### config.mk
export PLATFORM = sky130hd
export DESIGN_NAME = ofs_plat_host_chan_rd_tag_tracker
export DESIGN_NICKNAME = d
export VERILOG_FILES = /design/src/rtl/ofs_plat_host_chan_rd_tag_tracker.sv
export SDC_FILE = /design/constraint.sdc
export NUM_CORES = 2
export LEC_CHECK = 0
export BUFFER_PORTS_ARGS = -buffer_cell sky130_fd_sc_hd__buf_2
export CORE_AREA = 4 4 481 483
export DETAILED_ROUTE_END_ITERATION = 8
export DIE_AREA = 0 0 485 487
export GPL_TIMING_DRIVEN = 0
export SLEW_MARGIN = 20
export SYNTH_ARGS = -nofsm -noshare
export SYNTH_HDL_FRONTEND = slang
export SYNTH_SLANG_ARGS = --single-unit
### constraint.sdc
create_clock -name clk -period 5 [get_ports clk]
set_input_delay 0.25 -clock clk [delete_from_list [all_inputs] [get_ports clk]]
set_output_delay 0.25 -clock clk [all_outputs]
set_load 0.05 [all_outputs]
### src/rtl/ofs_plat_host_chan_rd_tag_tracker.sv
// PCIe read-tag tracker between the AFU read-request path and the TLP generator.
// Each legal AFU read gets the lowest free PCIe tag. Per-line completions are
// matched back to the AFU tag and emitted with a line index and a last flag.
module ofs_plat_host_chan_rd_tag_tracker #(
    parameter int unsigned NUM_TAGS          = 64,
    parameter int unsigned AFU_TAG_WIDTH     = 16,
    parameter int unsigned MAX_LINES         = 4,
    parameter int unsigned PAYLOAD_LINE_SIZE = 512,
    localparam int unsigned TAG_W            = $clog2(NUM_TAGS),
    localparam int unsigned LC_W             = $clog2(MAX_LINES) + 1,
    localparam int unsigned IDX_W            = (MAX_LINES > 1) ? $clog2(MAX_LINES) : 1
) (
    input  logic                         clk,
    input  logic                         reset_n,

    input  logic                         req_valid,
    output logic                         req_ready,
    input  logic [AFU_TAG_WIDTH-1:0]     req_afu_tag,
    input  logic [LC_W-1:0]              req_line_count,
    input  logic [63:0]                  req_addr,

    output logic                         tlp_valid,
    input  logic                         tlp_ready,
    output logic [TAG_W-1:0]             tlp_tag,
    output logic [LC_W-1:0]              tlp_line_count,
    output logic [63:0]                  tlp_addr,

    input  logic                         cpl_valid,
    output logic                         cpl_ready,
    input  logic [TAG_W-1:0]             cpl_tag,
    input  logic [PAYLOAD_LINE_SIZE-1:0] cpl_payload,

    output logic                         rsp_valid,
    input  logic                         rsp_ready,
    output logic [AFU_TAG_WIDTH-1:0]     rsp_afu_tag,
    output logic [IDX_W-1:0]             rsp_line_idx,
    output logic                         rsp_last,
    output logic [PAYLOAD_LINE_SIZE-1:0] rsp_payload,

    output logic [TAG_W:0]               busy_tags,
    output logic                         err_bad_len,
    output logic                         err_unexp_cpl
);

    localparam int unsigned RX_W   = IDX_W + 1;
    localparam int unsigned CMP_W  = (LC_W > RX_W) ? LC_W : RX_W;
    localparam int unsigned BUSY_W = TAG_W + 1;

    // Per-tag tracking state
    logic [NUM_TAGS-1:0]      in_use_q;
    logic [AFU_TAG_WIDTH-1:0] afu_tag_q    [NUM_TAGS];
    logic [LC_W-1:0]          line_count_q [NUM_TAGS];
    logic [RX_W-1:0]          rx_count_q   [NUM_TAGS];

    // Output registers
    logic                         tlp_valid_q,      tlp_valid_d;
    logic [TAG_W-1:0]             tlp_tag_q,        tlp_tag_d;
    logic [LC_W-1:0]              tlp_line_count_q, tlp_line_count_d;
    logic [63:0]                  tlp_addr_q,       tlp_addr_d;
    logic                         rsp_valid_q,      rsp_valid_d;
    logic [AFU_TAG_WIDTH-1:0]     rsp_afu_tag_q,    rsp_afu_tag_d;
    logic [IDX_W-1:0]             rsp_line_idx_q,   rsp_line_idx_d;
    logic                         rsp_last_q,       rsp_last_d;
    logic [PAYLOAD_LINE_SIZE-1:0] rsp_payload_q,    rsp_payload_d;
    logic [BUSY_W-1:0]            busy_q,           busy_d;
    logic                         err_bad_len_q,    err_bad_len_d;
    logic                         err_unexp_cpl_q,  err_unexp_cpl_d;

    // Request-side decode
    logic              any_free;
    logic [TAG_W-1:0]  alloc_tag;
    logic              tlp_slot_free;
    logic              req_fire;
    logic              len_ok;
    logic              do_alloc;
    logic              do_bad_len;

    // Completion-side decode
    logic              cpl_fire;
    logic              cpl_hit;
    logic              cpl_miss;
    logic [RX_W-1:0]   cur_rx;
    logic [LC_W-1:0]   cur_lc;
    logic              cpl_last;
    logic              do_free;

    assign any_free      = ~&in_use_q;
    assign tlp_slot_free = !tlp_valid_q || tlp_ready;
    assign req_ready     = any_free && tlp_slot_free;
    assign req_fire      = req_valid && req_ready;
    assign len_ok        = (req_line_count != '0) && (req_line_count <= LC_W'(MAX_LINES));
    assign do_alloc      = req_fire && len_ok;
    assign do_bad_len    = req_fire && !len_ok;

    assign cpl_ready = !rsp_valid_q || rsp_ready;
    assign cpl_fire  = cpl_valid && cpl_ready;
    assign cpl_hit   = cpl_fire && in_use_q[cpl_tag];
    assign cpl_miss  = cpl_fire && !in_use_q[cpl_tag];
    assign cur_rx    = rx_count_q[cpl_tag];
    assign cur_lc    = line_count_q[cpl_tag];
    assign cpl_last  = (CMP_W'(cur_rx) + CMP_W'(1)) == CMP_W'(cur_lc);
    assign do_free   = cpl_hit && cpl_last;

    // Lowest-index free tag from the start-of-cycle occupancy
    always_comb begin
        alloc_tag = '0;
        for (int i = int'(NUM_TAGS) - 1; i >= 0; i--) begin
            if (!in_use_q[TAG_W'(i)]) begin
                alloc_tag = TAG_W'(i);
            end
        end
    end

    // Next-state for the TLP/response output registers, occupancy count and error flags
    always_comb begin
        tlp_valid_d      = tlp_valid_q;
        tlp_tag_d        = tlp_tag_q;
        tlp_line_count_d = tlp_line_count_q;
        tlp_addr_d       = tlp_addr_q;
        rsp_valid_d      = rsp_valid_q;
        rsp_afu_tag_d    = rsp_afu_tag_q;
        rsp_line_idx_d   = rsp_line_idx_q;
        rsp_last_d       = rsp_last_q;
        rsp_payload_d    = rsp_payload_q;
        busy_d           = busy_q + BUSY_W'(do_alloc) - BUSY_W'(do_free);
        err_bad_len_d    = err_bad_len_q || do_bad_len;
        err_unexp_cpl_d  = err_unexp_cpl_q || cpl_miss;

        if (do_alloc) begin
            tlp_valid_d      = 1'b1;
            tlp_tag_d        = alloc_tag;
            tlp_line_count_d = req_line_count;
            tlp_addr_d       = req_addr;
        end else if (tlp_ready) begin
            tlp_valid_d      = 1'b0;
        end

        if (cpl_hit) begin
            rsp_valid_d    = 1'b1;
            rsp_afu_tag_d  = afu_tag_q[cpl_tag];
            rsp_line_idx_d = IDX_W'(cur_rx);
            rsp_last_d     = cpl_last;
            rsp_payload_d  = cpl_payload;
        end else if (rsp_ready) begin
            rsp_valid_d    = 1'b0;
        end
    end

    // Output, counter and error-flag registers
    always_ff @(posedge clk or negedge reset_n) begin
        if (!reset_n) begin
            tlp_valid_q      <= 1'b0;
            tlp_tag_q        <= '0;
            tlp_line_count_q <= '0;
            tlp_addr_q       <= '0;
            rsp_valid_q      <= 1'b0;
            rsp_afu_tag_q    <= '0;
            rsp_line_idx_q   <= '0;
            rsp_last_q       <= 1'b0;
            rsp_payload_q    <= '0;
            busy_q           <= '0;
            err_bad_len_q    <= 1'b0;
            err_unexp_cpl_q  <= 1'b0;
        end else begin
            tlp_valid_q      <= tlp_valid_d;
            tlp_tag_q        <= tlp_tag_d;
            tlp_line_count_q <= tlp_line_count_d;
            tlp_addr_q       <= tlp_addr_d;
            rsp_valid_q      <= rsp_valid_d;
            rsp_afu_tag_q    <= rsp_afu_tag_d;
            rsp_line_idx_q   <= rsp_line_idx_d;
            rsp_last_q       <= rsp_last_d;
            rsp_payload_q    <= rsp_payload_d;
            busy_q           <= busy_d;
            err_bad_len_q    <= err_bad_len_d;
            err_unexp_cpl_q  <= err_unexp_cpl_d;
        end
    end

    // Per-tag table: allocation targets a free tag, completion a busy one, so they never collide
    always_ff @(posedge clk or negedge reset_n) begin
        if (!reset_n) begin
            in_use_q <= '0;
            for (int i = 0; i < int'(NUM_TAGS); i++) begin
                afu_tag_q[i]    <= '0;
                line_count_q[i] <= '0;
                rx_count_q[i]   <= '0;
            end
        end else begin
            if (do_alloc) begin
                in_use_q[alloc_tag]     <= 1'b1;
                afu_tag_q[alloc_tag]    <= req_afu_tag;
                line_count_q[alloc_tag] <= req_line_count;
                rx_count_q[alloc_tag]   <= '0;
            end
            if (cpl_hit) begin
                rx_count_q[cpl_tag] <= cur_rx + RX_W'(1);
                if (cpl_last) begin
                    in_use_q[cpl_tag] <= 1'b0;
                end
            end
        end
    end

    assign tlp_valid      = tlp_valid_q;
    assign tlp_tag        = tlp_tag_q;
    assign tlp_line_count = tlp_line_count_q;
    assign tlp_addr       = tlp_addr_q;
    assign rsp_valid      = rsp_valid_q;
    assign rsp_afu_tag    = rsp_afu_tag_q;
    assign rsp_line_idx   = rsp_line_idx_q;
    assign rsp_last       = rsp_last_q;
    assign rsp_payload    = rsp_payload_q;
    assign busy_tags      = busy_q;
    assign err_bad_len    = err_bad_len_q;
    assign err_unexp_cpl  = err_unexp_cpl_q;

endmodule

==> results.cfg <==
[drt]
dr_total_vias = 49600
dr.first_iter.drc_count = 4495
drcViolationCount = 0
wire_per_inst_um = 28.9
ant_nets = 0
dr.pass1.iters = 6
vias_per_cell = 5.16
wl_um = 278000

[yosys]
yosys.area.top_type_share = 0.592
synth_compound_area_frac = 0.0785
yosysSeqAreaShare = 0.592
synth_cells = 4423
ys.warnings.count = 0
syn_nets = 5039
muxShareOfSynthArea = 0.262
synthSimpleGateAreaFrac = 0.0367
syn_area_sq_um = 62500
synth-xor-area-share = 0.00168
syn_avg_cell_area_sq_um = 14.1
yosysTopAreaCell = dfrtp_1
synth_ff_type = dfrtp_1
synthTopCellsByArea = dfrtp_1 (59%), mux2_2 (24%), a22oi_1 (2.1%), mux2i_1 (1.3%), clkbuf_1 (1.2%)
synth_top_family_by_area = multiplexers
synth_edf_count = 0
ys_async_sr_fraction = 1.00
synth_fa_ha_area_frac = 0.00192
synth-seq-cells = 1478
synth_cell_types = 86

[sta]
worst_slew_pin_slew_ns = 1.35
min_period_over_period = 1.00
fmax_mhz = 199
fin_hold_ws_ns = 0.137
setup_ws_ns = -0.0156
finalSetupViolCount = 1
hold_viol = 0
fin_tns_setup_ns = -0.0156
rsz0062_at_grt = true
skew_ns = 0.0673
slew_violations = 0
period_needed_ns = 5.02
slew_headroom = 0.100

[power]
internal-power_mw = 26.6
p_sw_mw = 17.4
ir_drop_uv = 442
power.share.sequential = 0.371
pwr-share-comb = 0.337
cellPowerDensity_nw_per_um2 = 517
swShare = 0.395
clkPwrFrac = 0.292
p_leak_nw = 39.8

[global_routing]
antenna_found_initial = 59
grt_usage = 0.227
grt_pass1_wl_um = 389000
globalRouteOverflowTotal = 0
grt_max_degree = 142
first_global_vias = 51600

[worst_setup_path]
crit_slowest_cell = nor3b_4
max_stage_delay_ns = 0.63
critPathArrivalTime_ns = 5.71
end_kind = flip-flop
startpoint_type = input port
crit_fanout = 10
startpoint = cpl_tag[1]
cp_top_family = buffers and inverters
cp_common_cell = inv_1
criticalPathCategory = in2reg
reg2reg_from = in_use_q[8]$_DFF_PN0_
cp_num_buf_inv = 10
cp.required_ns = 5.70

[final_layout]
n_fill_cell = 21500
final_cell_mix = dfrtp_1 (1478), mux2_2 (1320), buf_2 (1304)
final_common_cell = dfrtp_1
final-instance-count-excl-fill = 9618
drive_above_1_share = 0.474
fin_util = 0.376
layout.nets = 7056
area_delta_synth_final_pct = 36.4

[floorplan]
dieWidth_um = 485
die_h_um = 487
die-area_sq_um = 236000
io_pins = 1224
fp-row-count = 175
start_util = 0.275
placeableCoreArea_sq_um = 227000

[placed_design]
hpwl_um = 197000
port_buffers = 1219
dp.cells = 8669
gp_congestion = 0.964

[outcome]
status = finished with violations
violations = negative setup slack

[job]
max_cap_violations = 0

[clock_tree]
cts-root-buf = clkbuf_16
numCtsBuffers = 171
cts.sinks = 1478
cts_tree = built
cts_buffer_depth = 3
clk_latency_ns = 0.85
htree_levels = 4
clkTransAtPathRegs_ns = 0.06

[hold_path]
min_from = cpl_tag[5]
min-delay-path-class = in2reg
layer usage:
metal	track usage	share of wire
met5	0	0.00081
met4	0.115	0.058
met3	0.0620	0.090
met2	0.372	0.47
met1	0.276	0.38
worst reg2reg max path, cell delays in order, from the launching register on:
cell and delay, ns:
dfrtp_1 0.32, clkbuf_1 0.30, nand4_1 0.32, or2_1 0.36, nor4_1 0.90, nand2_1 0.44
nor3_1 0.97, clkbuf_1 0.84, mux2_2 0.43
kinds of logic (layout without fill, tap and decap cells):
family	Yosys count	after routing
flip-flops	1478	1478
multiplexers	1435	1435
AO/OA/AOI/OAI	670	670
AND/OR/NAND/NOR	438	438
buffers and inverters	380	2529
XOR/XNOR	12	12
adder cells (fa/ha/maj)	9	9
other	1	38
Yosys cell counts, types with 6 or more instances:
| cell type | count |
|---|---|
| a21boi_0 | 7 |
| a21o_1 | 13 |
| a21oi_1 | 61 |
| a221o_1 | 6 |
| a221oi_1 | 66 |
| a222oi_1 | 8 |
| a22o_1 | 67 |
| a22oi_1 | 172 |
| a2bb2oi_1 | 7 |
| a31oi_1 | 46 |
| and2_1 | 9 |
| and3_1 | 6 |
| and3b_1 | 7 |
| and4_1 | 6 |
| buf_1 | 32 |
| buf_2 | 90 |
| buf_4 | 17 |
| buf_6 | 11 |
| clkbuf_1 | 200 |
| dfrtp_1 | 1478 |
| ha_1 | 8 |
| inv_1 | 26 |
| mux2_2 | 1320 |
| mux2i_1 | 84 |
| mux4_2 | 27 |
| nand2_1 | 168 |
| nand2b_1 | 26 |
| nand3_1 | 18 |
| nand3b_1 | 6 |
| nand4_1 | 34 |
| nor2_1 | 51 |
| nor2b_1 | 9 |
| nor3_1 | 32 |
| nor3b_1 | 9 |
| nor4_1 | 17 |
| nor4_2 | 6 |
| o211ai_1 | 6 |
| o21a_1 | 27 |
| o21ai_0 | 76 |
| o22a_1 | 13 |
| o22ai_1 | 27 |
| o2bb2ai_1 | 7 |
| o31ai_1 | 9 |
| or3_1 | 11 |
| xnor2_1 | 9 |
through the flow:
step | area, sq um | setup slack (ns) | power (mW)
2_1_floorplan | 62500 | 0.0205 | 26.1
3_3_place_gp | 72300 | -28.80 | 30.5
3_5_place_dp | 72900 | -2.88 | 30.8
4_1_cts | 85100 | 0.0114 | 44.2
5_1_grt | 85200 | -0.0716 | 45.6
6_report | 85200 | -0.0156 | 44.1
final timing paths:
| kind | to | slack, ns | depth (start not counted) |
|---|---|---|---|
| min in group asynchronous | rsp_payload[35]$_DFFE_PN0P_ | 0.57 | 4 |
| max | busy_tags[6]$_DFF_PN0_ | -0.02 | 27 |
| min reg2reg | err_unexp_cpl$_DFF_PN0_ | 0.46 | 1 |
| min | rsp_afu_tag[11]$_DFFE_PN0P_ | 0.14 | 3 |
| max in group asynchronous | rsp_payload[214]$_DFFE_PN0P_ | 1.49 | 8 |
| max reg2reg | afu_tag_q[707]$_DFFE_PN0P_ | 0.02 | 8 |
state kept, by name (all words and copies together), names as in the netlist, 2 cells and up:
signal,cells
rsp_payload,512
rsp_afu_tag,16
afu_tag_q,512
tlp_addr,64
rx_count_q,192
in_use_q,64
tlp_tag,5
busy_tags,7
tlp_line_count,3
line_count_q,96
rsp_line_idx,2
cell type report:
type	instances	area, sq um	area share
Inverter	30	133	0.00156
Buffer	346	1820	0.0214
Timing Repair Buffer	1848	12600	0.148
Clock buffer	242	4820	0.0565
Clock inverter	63	935	0.0110
Antenna cell	37	92.6	0.00109
Multi-Input combinational cell	2565	24000	0.282
Tap cell	3009	3760	0.0442
Sequential cell	1478	37000	0.434
repair_timing:
item,4_1_cts,5_1_grt
endpoints found under the setup margin,160,8
gates resized for setup,104,19
cloned,0,0
buffers inserted,6,1
pin swaps,5,5
hold buffers,603,0
hold endpoints to repair,977,0
power by group through the flow:
stage	Combinational (mW)	Sequential, mW	Clock (mW)
3_5_place_dp	14.3	16.4	0
3_3_place_gp	14.2	16.4	0
5_1_grt	15.4	16.6	13.5
6_report	14.9	16.3	12.9
2_1_floorplan	3.92	22.1	0
4_1_cts	14.8	16.3	13.1
Power figures use the tool's default switching activity.
